<file path="config.mk">
export PLATFORM = sky130hd
export DESIGN_NAME = muldiv_hilo_ctrl_flat
export DESIGN_NICKNAME = d
export VERILOG_FILES = /design/src/rtl/muldiv_pkg.sv /design/src/rtl/muldiv_hilo_ctrl_if.sv /design/src/rtl/muldiv_step.sv /design/src/rtl/muldiv_hilo_ctrl.sv /design/src/flat_wrapper.sv
export SDC_FILE = /design/constraint.sdc
export NUM_CORES = 1
export LEC_CHECK = 0
export CAP_MARGIN = 20
export CORE_MARGIN = 1.5
export CORE_UTILIZATION = 25
export CTS_CLUSTER_DIAMETER = 100
export DETAILED_ROUTE_END_ITERATION = 8
export PLACE_DENSITY = 0.39
export SYNTH_ARGS = -nofsm -noshare
export SYNTH_HDL_FRONTEND = slang
export SYNTH_HIERARCHICAL = 1
export SYNTH_SLANG_ARGS = --single-unit
</file>
<file path="constraint.sdc">
create_clock -name clk -period 3.8 [get_ports clk]
set_input_delay 0.57 -clock clk [delete_from_list [all_inputs] [get_ports clk]]
set_output_delay 0.57 -clock clk [all_outputs]
set_load 0.02 [all_outputs]
</file>
<file path="src/rtl/muldiv_pkg.sv">
// Shared encodings and defaults for the Hi/Lo multiply/divide sequencer.
package muldiv_pkg;

    localparam int unsigned DEF_WIDTH = 32;

    typedef enum logic [1:0] {
        OP_MULT  = 2'b00,
        OP_MULTU = 2'b01,
        OP_DIV   = 2'b10,
        OP_DIVU  = 2'b11
    } op_e;

    typedef enum logic [1:0] {
        S_IDLE,
        S_CALC,
        S_FIX,
        S_WB
    } state_e;

    function automatic logic op_is_div(input op_e op);
        return (op == OP_DIV) || (op == OP_DIVU);
    endfunction

    function automatic logic op_is_signed(input op_e op);
        return (op == OP_MULT) || (op == OP_DIV);
    endfunction

endpackage

</file>
<file path="src/rtl/muldiv_hilo_ctrl_if.sv">
// Pipeline-side bundle for the Hi/Lo multiply/divide sequencer.
// Optional: MULDIV_CANCEL_EN adds the cancel request.
interface muldiv_hilo_ctrl_if #(
    parameter int unsigned WIDTH = muldiv_pkg::DEF_WIDTH
);
    logic             start;
    logic [1:0]       op;
    logic [WIDTH-1:0] a;
    logic [WIDTH-1:0] b;
    logic             mf_req;
`ifdef MULDIV_CANCEL_EN
    logic             cancel;
`endif
    logic             busy;
    logic             stall;
    logic             hilo_write;
    logic [WIDTH-1:0] hi_out;
    logic [WIDTH-1:0] lo_out;
    logic             div_by_zero;

    modport master (
        output start, op, a, b, mf_req,
`ifdef MULDIV_CANCEL_EN
        output cancel,
`endif
        input  busy, stall, hilo_write, hi_out, lo_out, div_by_zero
    );

    modport slave (
        input  start, op, a, b, mf_req,
`ifdef MULDIV_CANCEL_EN
        input  cancel,
`endif
        output busy, stall, hilo_write, hi_out, lo_out, div_by_zero
    );

endinterface

</file>
<file path="src/rtl/muldiv_step.sv">
// One iteration of the shift-add multiplier or restoring divider.
module muldiv_step #(
    parameter int unsigned WIDTH = 32
) (
    input  logic               is_div,
    input  logic [2*WIDTH-1:0] acc_in,
    input  logic [WIDTH-1:0]   opnd,
    output logic [2*WIDTH-1:0] acc_out
);

    logic [WIDTH:0]   sum;
    logic [WIDTH:0]   rem_sh;
    logic [WIDTH-1:0] diff;
    logic             fits;

    always_comb begin
        sum    = {1'b0, acc_in[2*WIDTH-1:WIDTH]} + {1'b0, opnd & {WIDTH{acc_in[0]}}};
        rem_sh = acc_in[2*WIDTH-1:WIDTH-1];
        fits   = rem_sh >= {1'b0, opnd};
        // Exact whenever fits is set, since the difference is then below the divisor.
        diff   = rem_sh[WIDTH-1:0] - opnd;
        if (!is_div) begin
            acc_out = {sum, acc_in[WIDTH-1:1]};
        end else if (fits) begin
            acc_out = {diff, acc_in[WIDTH-2:0], 1'b1};
        end else begin
            acc_out = {rem_sh[WIDTH-1:0], acc_in[WIDTH-2:0], 1'b0};
        end
    end

endmodule

</file>
<file path="src/rtl/muldiv_hilo_ctrl.sv">
// Multi-cycle MULT/MULTU/DIV/DIVU sequencer producing Hi/Lo write data.
// Optional: MULDIV_CANCEL_EN squashes an operation in CALC or FIX.
module muldiv_hilo_ctrl
    import muldiv_pkg::*;
#(
    parameter int unsigned WIDTH = DEF_WIDTH,
    parameter int unsigned CNT_W = 6
) (
    input logic               clk,
    input logic               rst_n,
    muldiv_hilo_ctrl_if.slave bus
);

    state_e             state_q, state_d;
    op_e                op_q, op_d;
    logic [CNT_W-1:0]   cnt_q, cnt_d;
    logic [2*WIDTH-1:0] acc_q, acc_d;
    logic [WIDTH-1:0]   opnd_q, opnd_d;
    logic [WIDTH-1:0]   a_raw_q, a_raw_d;
    logic               a_neg_q, a_neg_d;
    logic               b_neg_q, b_neg_d;
    logic               dbz_pend_q, dbz_pend_d;
    logic               busy_q, busy_d;
    logic               hilo_write_q, hilo_write_d;
    logic [WIDTH-1:0]   hi_out_q, hi_out_d;
    logic [WIDTH-1:0]   lo_out_q, lo_out_d;
    logic               div_by_zero_q, div_by_zero_d;

    logic [2*WIDTH-1:0] step_acc;
    logic [2*WIDTH-1:0] fix_res;
    logic [WIDTH-1:0]   a_mag, b_mag;
    logic               calc_div, start_div;

    assign calc_div = op_is_div(op_q);

    muldiv_step #(.WIDTH(WIDTH)) u_step (
        .is_div  (calc_div),
        .acc_in  (acc_q),
        .opnd    (opnd_q),
        .acc_out (step_acc)
    );

    always_comb begin
        state_d       = state_q;
        op_d          = op_q;
        cnt_d         = cnt_q;
        acc_d         = acc_q;
        opnd_d        = opnd_q;
        a_raw_d       = a_raw_q;
        a_neg_d       = a_neg_q;
        b_neg_d       = b_neg_q;
        dbz_pend_d    = dbz_pend_q;
        busy_d        = busy_q;
        hilo_write_d  = 1'b0;
        hi_out_d      = hi_out_q;
        lo_out_d      = lo_out_q;
        div_by_zero_d = div_by_zero_q;

        start_div = op_is_div(op_e'(bus.op));
        a_mag     = (op_is_signed(op_e'(bus.op)) && bus.a[WIDTH-1]) ? -bus.a : bus.a;
        b_mag     = (op_is_signed(op_e'(bus.op)) && bus.b[WIDTH-1]) ? -bus.b : bus.b;

        // Sign correction; a_neg/b_neg are only ever set for signed ops.
        if (dbz_pend_q) begin
            fix_res = {a_raw_q, {WIDTH{1'b1}}};
        end else if (calc_div) begin
            fix_res[WIDTH-1:0]       = (a_neg_q ^ b_neg_q) ? -acc_q[WIDTH-1:0] : acc_q[WIDTH-1:0];
            fix_res[2*WIDTH-1:WIDTH] = a_neg_q ? -acc_q[2*WIDTH-1:WIDTH] : acc_q[2*WIDTH-1:WIDTH];
        end else begin
            fix_res = (a_neg_q ^ b_neg_q) ? -acc_q : acc_q;
        end

        case (state_q)
            S_IDLE: begin
                if (bus.start) begin
                    op_d          = op_e'(bus.op);
                    a_raw_d       = bus.a;
                    a_neg_d       = op_is_signed(op_e'(bus.op)) && bus.a[WIDTH-1];
                    b_neg_d       = op_is_signed(op_e'(bus.op)) && bus.b[WIDTH-1];
                    opnd_d        = start_div ? b_mag : a_mag;
                    acc_d         = {{WIDTH{1'b0}}, (start_div ? a_mag : b_mag)};
                    dbz_pend_d    = start_div && (bus.b == '0);
                    cnt_d         = '0;
                    div_by_zero_d = 1'b0;
                    busy_d        = 1'b1;
                    state_d       = S_CALC;
                end
            end
            S_CALC: begin
                acc_d = step_acc;
                cnt_d = cnt_q + 1'b1;
                if (cnt_q == CNT_W'(WIDTH - 1)) begin
                    div_by_zero_d = dbz_pend_q;
                    state_d       = S_FIX;
                end
            end
            S_FIX: begin
                hi_out_d     = fix_res[2*WIDTH-1:WIDTH];
                lo_out_d     = fix_res[WIDTH-1:0];
                hilo_write_d = 1'b1;
                state_d      = S_WB;
            end
            S_WB: begin
                busy_d  = 1'b0;
                state_d = S_IDLE;
            end
            default: state_d = S_IDLE;
        endcase

`ifdef MULDIV_CANCEL_EN
        if (bus.cancel && (state_q == S_CALC || state_q == S_FIX)) begin
            state_d       = S_IDLE;
            busy_d        = 1'b0;
            hilo_write_d  = 1'b0;
            hi_out_d      = hi_out_q;
            lo_out_d      = lo_out_q;
            div_by_zero_d = div_by_zero_q;
        end
`endif
    end

    always_ff @(posedge clk or negedge rst_n) begin
        if (!rst_n) begin
            state_q       <= S_IDLE;
            op_q          <= OP_MULT;
            cnt_q         <= '0;
            acc_q         <= '0;
            opnd_q        <= '0;
            a_raw_q       <= '0;
            a_neg_q       <= 1'b0;
            b_neg_q       <= 1'b0;
            dbz_pend_q    <= 1'b0;
            busy_q        <= 1'b0;
            hilo_write_q  <= 1'b0;
            hi_out_q      <= '0;
            lo_out_q      <= '0;
            div_by_zero_q <= 1'b0;
        end else begin
            state_q       <= state_d;
            op_q          <= op_d;
            cnt_q         <= cnt_d;
            acc_q         <= acc_d;
            opnd_q        <= opnd_d;
            a_raw_q       <= a_raw_d;
            a_neg_q       <= a_neg_d;
            b_neg_q       <= b_neg_d;
            dbz_pend_q    <= dbz_pend_d;
            busy_q        <= busy_d;
            hilo_write_q  <= hilo_write_d;
            hi_out_q      <= hi_out_d;
            lo_out_q      <= lo_out_d;
            div_by_zero_q <= div_by_zero_d;
        end
    end

    assign bus.busy        = busy_q;
    assign bus.stall       = busy_q & bus.mf_req;
    assign bus.hilo_write  = hilo_write_q;
    assign bus.hi_out      = hi_out_q;
    assign bus.lo_out      = lo_out_q;
    assign bus.div_by_zero = div_by_zero_q;

endmodule

</file>
<file path="src/flat_wrapper.sv">
// flat-port wrapper written by rule: the top's interface ports become plain ports
module muldiv_hilo_ctrl_flat import muldiv_pkg::*;
#(
    parameter int unsigned WIDTH = DEF_WIDTH,
    parameter int unsigned CNT_W = 6
)
  (clk, rst_n, bus_start, bus_op, bus_a, bus_b, bus_mf_req, bus_busy, bus_stall, bus_hilo_write, bus_hi_out, bus_lo_out, bus_div_by_zero);
  muldiv_hilo_ctrl_if #(.WIDTH(WIDTH)) bus_i ();
  input logic clk;
  input logic rst_n;
  input wire logic [$bits(bus_i.start)-1:0] bus_start;
  input wire logic [$bits(bus_i.op)-1:0] bus_op;
  input wire logic [$bits(bus_i.a)-1:0] bus_a;
  input wire logic [$bits(bus_i.b)-1:0] bus_b;
  input wire logic [$bits(bus_i.mf_req)-1:0] bus_mf_req;
  output wire logic [$bits(bus_i.busy)-1:0] bus_busy;
  output wire logic [$bits(bus_i.stall)-1:0] bus_stall;
  output wire logic [$bits(bus_i.hilo_write)-1:0] bus_hilo_write;
  output wire logic [$bits(bus_i.hi_out)-1:0] bus_hi_out;
  output wire logic [$bits(bus_i.lo_out)-1:0] bus_lo_out;
  output wire logic [$bits(bus_i.div_by_zero)-1:0] bus_div_by_zero;
  assign bus_i.start = bus_start;
  assign bus_i.op = bus_op;
  assign bus_i.a = bus_a;
  assign bus_i.b = bus_b;
  assign bus_i.mf_req = bus_mf_req;
  assign bus_busy = bus_i.busy;
  assign bus_stall = bus_i.stall;
  assign bus_hilo_write = bus_i.hilo_write;
  assign bus_hi_out = bus_i.hi_out;
  assign bus_lo_out = bus_i.lo_out;
  assign bus_div_by_zero = bus_i.div_by_zero;
  muldiv_hilo_ctrl #(.WIDTH(WIDTH), .CNT_W(CNT_W)) u_core (.clk(clk), .rst_n(rst_n), .bus(bus_i));
endmodule
</file>
==> results.sh <==
export IMPL_hold_viol=0
export IMPL_place_congestion=0.8825
export IMPL_rsz0062_at_grt="no"
export IMPL_global_route_total_overflow=0
export IMPL_minimum_period_implied_by_the_final_worst_setup_slack_ns=3.633
export IMPL_drv_cap=0
export IMPL_tns_ns=0
export IMPL_post_layout_total_power_w=0.02012
export IMPL_netlist_top_cell_by_area="sky130_fd_sc_hd__dfrtp_1"
export IMPL_buffers_on_ports=137
export IMPL_cts_buffers=28
export IMPL_finalNetCount=2380
export IMPL_outcome="complete, but fails checks"
export IMPL_dp_hpwl_um=59450
export IMPL_die_area_um2=68460
export IMPL_worst_hold_slack_ns=0.005579
export IMPL_area_growth_synth_to_final_pct=24.30
export IMPL_wl_per_cell_um=24.72
export IMPL_dieHeight_um=261.6
export IMPL_yosys_most_used_dff="sky130_fd_sc_hd__dfrtp_1"
export IMPL_type_of_element_launching_the_critical_path="flop"
export IMPL_synth_lib_cells_used_distinct=78
export IMPL_grt_first_pass_wirelength_um=112400
export IMPL_ys_ff_latch=207
export IMPL_worst_ir_drop_vdd_uv=352.9
export IMPL_failed_checks="DRC"
export IMPL_post_route_cells_drive_above_1_share=0.1150
export IMPL_detailedRoute_firstIterationViolations=1461
export IMPL_critPathArrivalTime_ns=4.11
export IMPL_setup_viol=0
export IMPL_combPwrFrac=0.636
export IMPL_seqCellArea_um2=5185
export IMPL_worst_endpoint_required_ns=4.28
export IMPL_clock_tree_from_tritoncts="built"
export IMPL_most_frequent_cells_after_synthesis="sky130_fd_sc_hd__nand2_1, sky130_fd_sc_hd__dfrtp_1, sky130_fd_sc_hd__nor2_1"
export IMPL_postCtsSetupBuffers=0
export IMPL_synthArstFlopShare=1.000
export IMPL_critPathCaptureType="flop"
export IMPL_synth_warning_count=6
export IMPL_leakage_power_summed_over_all_cells_nw=8.797
export IMPL_max_slew_margin=0.2633
export IMPL_synthDominantCellAreaShare=0.3097
export IMPL_syn_inst=2058
export IMPL_power_sequential_fraction=0.220
export IMPL_clock_skew_ns=0.02743
export IMPL_total_core_area_um2=65980
export IMPL_grt_pass1_vias=16230
export IMPL_power_share_switching=0.4945
export IMPL_total_switching_power_w=0.009950
export IMPL_syn_nets=2203
export IMPL_multi_input_comb_area_um2=10750
export IMPL_htree_num_levels=1
export IMPL_highest_clock_frequency_the_design_can_meet_mhz=275.2
export IMPL_grt_use_total=0.2207
export IMPL_ant_nets=0
export IMPL_fillers=7010
export IMPL_mapped_area_um2=16720
export IMPL_yosysMostFrequentCell="sky130_fd_sc_hd__nand2_1"
export IMPL_avgViaCountPerCell=5.394
export IMPL_hold_class="in2async"
export IMPL_worst_setup_hold_path_clk_slew_ns=0.06
export IMPL_crit_type="reg2reg"
export IMPL_cts_sinks=207
export IMPL_initial_core_util=0.2535
export IMPL_floorplan_die_width_um=261.6
export IMPL_io_pins=138
export IMPL_route_detailed_drc=2
export IMPL_grt_antenna_before_repair=0
export IMPL_clock_latency_ns=0.61
export IMPL_vias=16820
export IMPL_layout_worst_path_cycle_share=0.9561
export IMPL_fin_util=0.3151
export IMPL_std_cell_rows=94
export IMPL_power_internal_w=0.01017
export IMPL_power_per_cell_area_nw_per_um2=967.8
export IMPL_clockPowerShare=0.144
export IMPL_cp_max_fo=11
export IMPL_number_of_synthesized_flops_with_an_enable_pin=0
export IMPL_dr_pass1_iters=8
export IMPL_cts_root_buffer_cell="sky130_fd_sc_hd__clkbuf_16"
export IMPL_ctsLongestPathBuffers=3
export IMPL_synth_yosys_seq_area_share=0.3097
export IMPL_totalWireLength_um=77060
export IMPL_ys_top_cells_by_area="sky130_fd_sc_hd__dfrtp_1, sky130_fd_sc_hd__ha_1, sky130_fd_sc_hd__nand2_1"
export IMPL_tightestPinTransition_ns=1.101
export IMPL_postSynthAreaPerCell_um2=8.126
export IMPL_slew_viol_final=0
export IMPL_grt_max_degree=88
## per-layer routing
| metal | global-route usage | vias up | share of wire |
|---|---|---|---|
| met1 | 0.3109 | 8376 | 0.47 |
| met4 | 0.05923 | 0 | 0.029 |
| met5 | 0.002083 | - | 0 |
| met3 | 0.02411 | 100 | 0.044 |
| met2 | 0.3565 | 523 | 0.46 |
| li1 | - | 7818 | - |
## layout by cell type, fill, tap and decap left out, types with 8 or more instances in the layout
master / n
sky130_fd_sc_hd__clkdlybuf4s50_1: 135
sky130_fd_sc_hd__o221ai_1: 31
sky130_fd_sc_hd__xor2_1: 74
sky130_fd_sc_hd__a21oi_1: 173
sky130_fd_sc_hd__nand2b_1: 11
sky130_fd_sc_hd__o21ai_0: 114
sky130_fd_sc_hd__nand3b_1: 10
sky130_fd_sc_hd__o41ai_1: 14
sky130_fd_sc_hd__mux2i_1: 36
sky130_fd_sc_hd__nor2_1: 177
sky130_fd_sc_hd__a22oi_1: 8
sky130_fd_sc_hd__a211oi_1: 15
sky130_fd_sc_hd__dfrtp_1: 205
sky130_fd_sc_hd__o22ai_1: 14
sky130_fd_sc_hd__and3_1: 23
sky130_fd_sc_hd__nor3_1: 39
sky130_fd_sc_hd__and2_1: 42
sky130_fd_sc_hd__or4_1: 13
sky130_fd_sc_hd__inv_1: 84
sky130_fd_sc_hd__a21o_1: 33
sky130_fd_sc_hd__or3_1: 23
sky130_fd_sc_hd__nor4_1: 21
sky130_fd_sc_hd__nand2_1: 233
sky130_fd_sc_hd__ha_1: 71
sky130_fd_sc_hd__xnor2_1: 91
sky130_fd_sc_hd__nand4_1: 26
sky130_fd_sc_hd__mux2_2: 40
sky130_fd_sc_hd__a22o_1: 31
sky130_fd_sc_hd__o211ai_1: 26
sky130_fd_sc_hd__nand3_1: 43
sky130_fd_sc_hd__o31ai_1: 21
sky130_fd_sc_hd__o21a_1: 17
sky130_fd_sc_hd__a221oi_1: 9
sky130_fd_sc_hd__a31oi_1: 26
sky130_fd_sc_hd__clkbuf_16: 28
sky130_fd_sc_hd__nor2b_1: 15
sky130_fd_sc_hd__buf_4: 134
## power groups by stage
stage	clock [W]	sequential, W	combinational, W
after floorplan	0	0.00435	0.00777
after global placement	0	0.00444	0.0127
after detailed placement	0	0.00444	0.0127
after CTS	0.00296	0.00441	0.0127
after global routing	0.00304	0.00455	0.0139
final	0.00290	0.00444	0.0128
## stage by stage
step | setup WS (ns) | instance area [µm²] | std cells
global route | 0.00008171 | 20780 | 3117
global placement | 0.1853 | 19810 | 3069
detailed placement | 0.2043 | 19810 | 3069
CTS | 0.1819 | 20780 | 3117
floorplan | 0.5936 | 16720 | 2058
finish | 0.1668 | 20790 | 3118
## cells by family after synthesis
logic type,count (synthesis),share of synthesized area
compound gates,604,0.2405
buf+inv,214,0.05043
simple gates,716,0.2069
mux,76,0.04848
xor+xnor,166,0.08694
flops,207,0.3097
fa+ha+maj,75,0.05701
## registers in the layout (all words and copies together), names as in the netlist, 2 cells and up
register           count
u_core/cnt_q           6
u_core/bus.lo_out     32
u_core/opnd_q         32
u_core/acc_q          64
u_core/state_q         2
u_core/bus.hi_out     32
u_core/a_raw_q        32
## worst paths after layout
kind / depth (start not counted) / to / from / slack [ns]
hold reg to reg: 2 / u_core/a_raw_q[23]$_DFFE_PN0P_ / u_core/a_raw_q[23]$_DFFE_PN0P_ / 0.47
setup / recovery: 12 / u_core/acc_q[45]$_DFFE_PN0P_ / u_core/opnd_q[11]$_DFFE_PN0P_ / 0.17
hold / removal: 1 / u_core/bus.lo_out[18]$_DFFE_PN0P_ / rst_n / 0.006
min in group clk: 2 / u_core/a_raw_q[23]$_DFFE_PN0P_ / u_core/a_raw_q[23]$_DFFE_PN0P_ / 0.47
setup reg to reg: 12 / u_core/acc_q[45]$_DFFE_PN0P_ / u_core/opnd_q[11]$_DFFE_PN0P_ / 0.17
max in group asynchronous: 2 / u_core/cnt_q[2]$_DFFE_PN0P_ / rst_n / 2.80
## worst max-delay path: stages, from the launching register on
cell                       delay (ns)
sky130_fd_sc_hd__dfrtp_1         0.47
sky130_fd_sc_hd__inv_1           0.08
sky130_fd_sc_hd__ha_1            0.43
sky130_fd_sc_hd__nand3_1         0.21
sky130_fd_sc_hd__nand4b_1        0.14
sky130_fd_sc_hd__a21oi_1         0.14
sky130_fd_sc_hd__or4_1           0.44
sky130_fd_sc_hd__o21a_1          0.29
sky130_fd_sc_hd__o21ai_4         0.46
sky130_fd_sc_hd__buf_4           0.30
sky130_fd_sc_hd__mux2i_1         0.23
sky130_fd_sc_hd__a21oi_1         0.09
sky130_fd_sc_hd__a22o_1          0.22
## final cells by class
cell class	count	share of cell area
clock inverters	10	0.008848
multi-input cells	1637	0.5172
diodes	1	0.0001204
clock buffers	38	0.03792
flip-flops and latches	207	0.2494
inverters	85	0.01535
repair buffers	276	0.1192
well taps	864	0.05200
## repair_timing
item | CTS | global route
resized for setup | 0 | 1
hold buffers | 0 | 0
endpoints found under the setup margin | 0 | 1
Note: power is estimated with default switching activity, not from simulation.
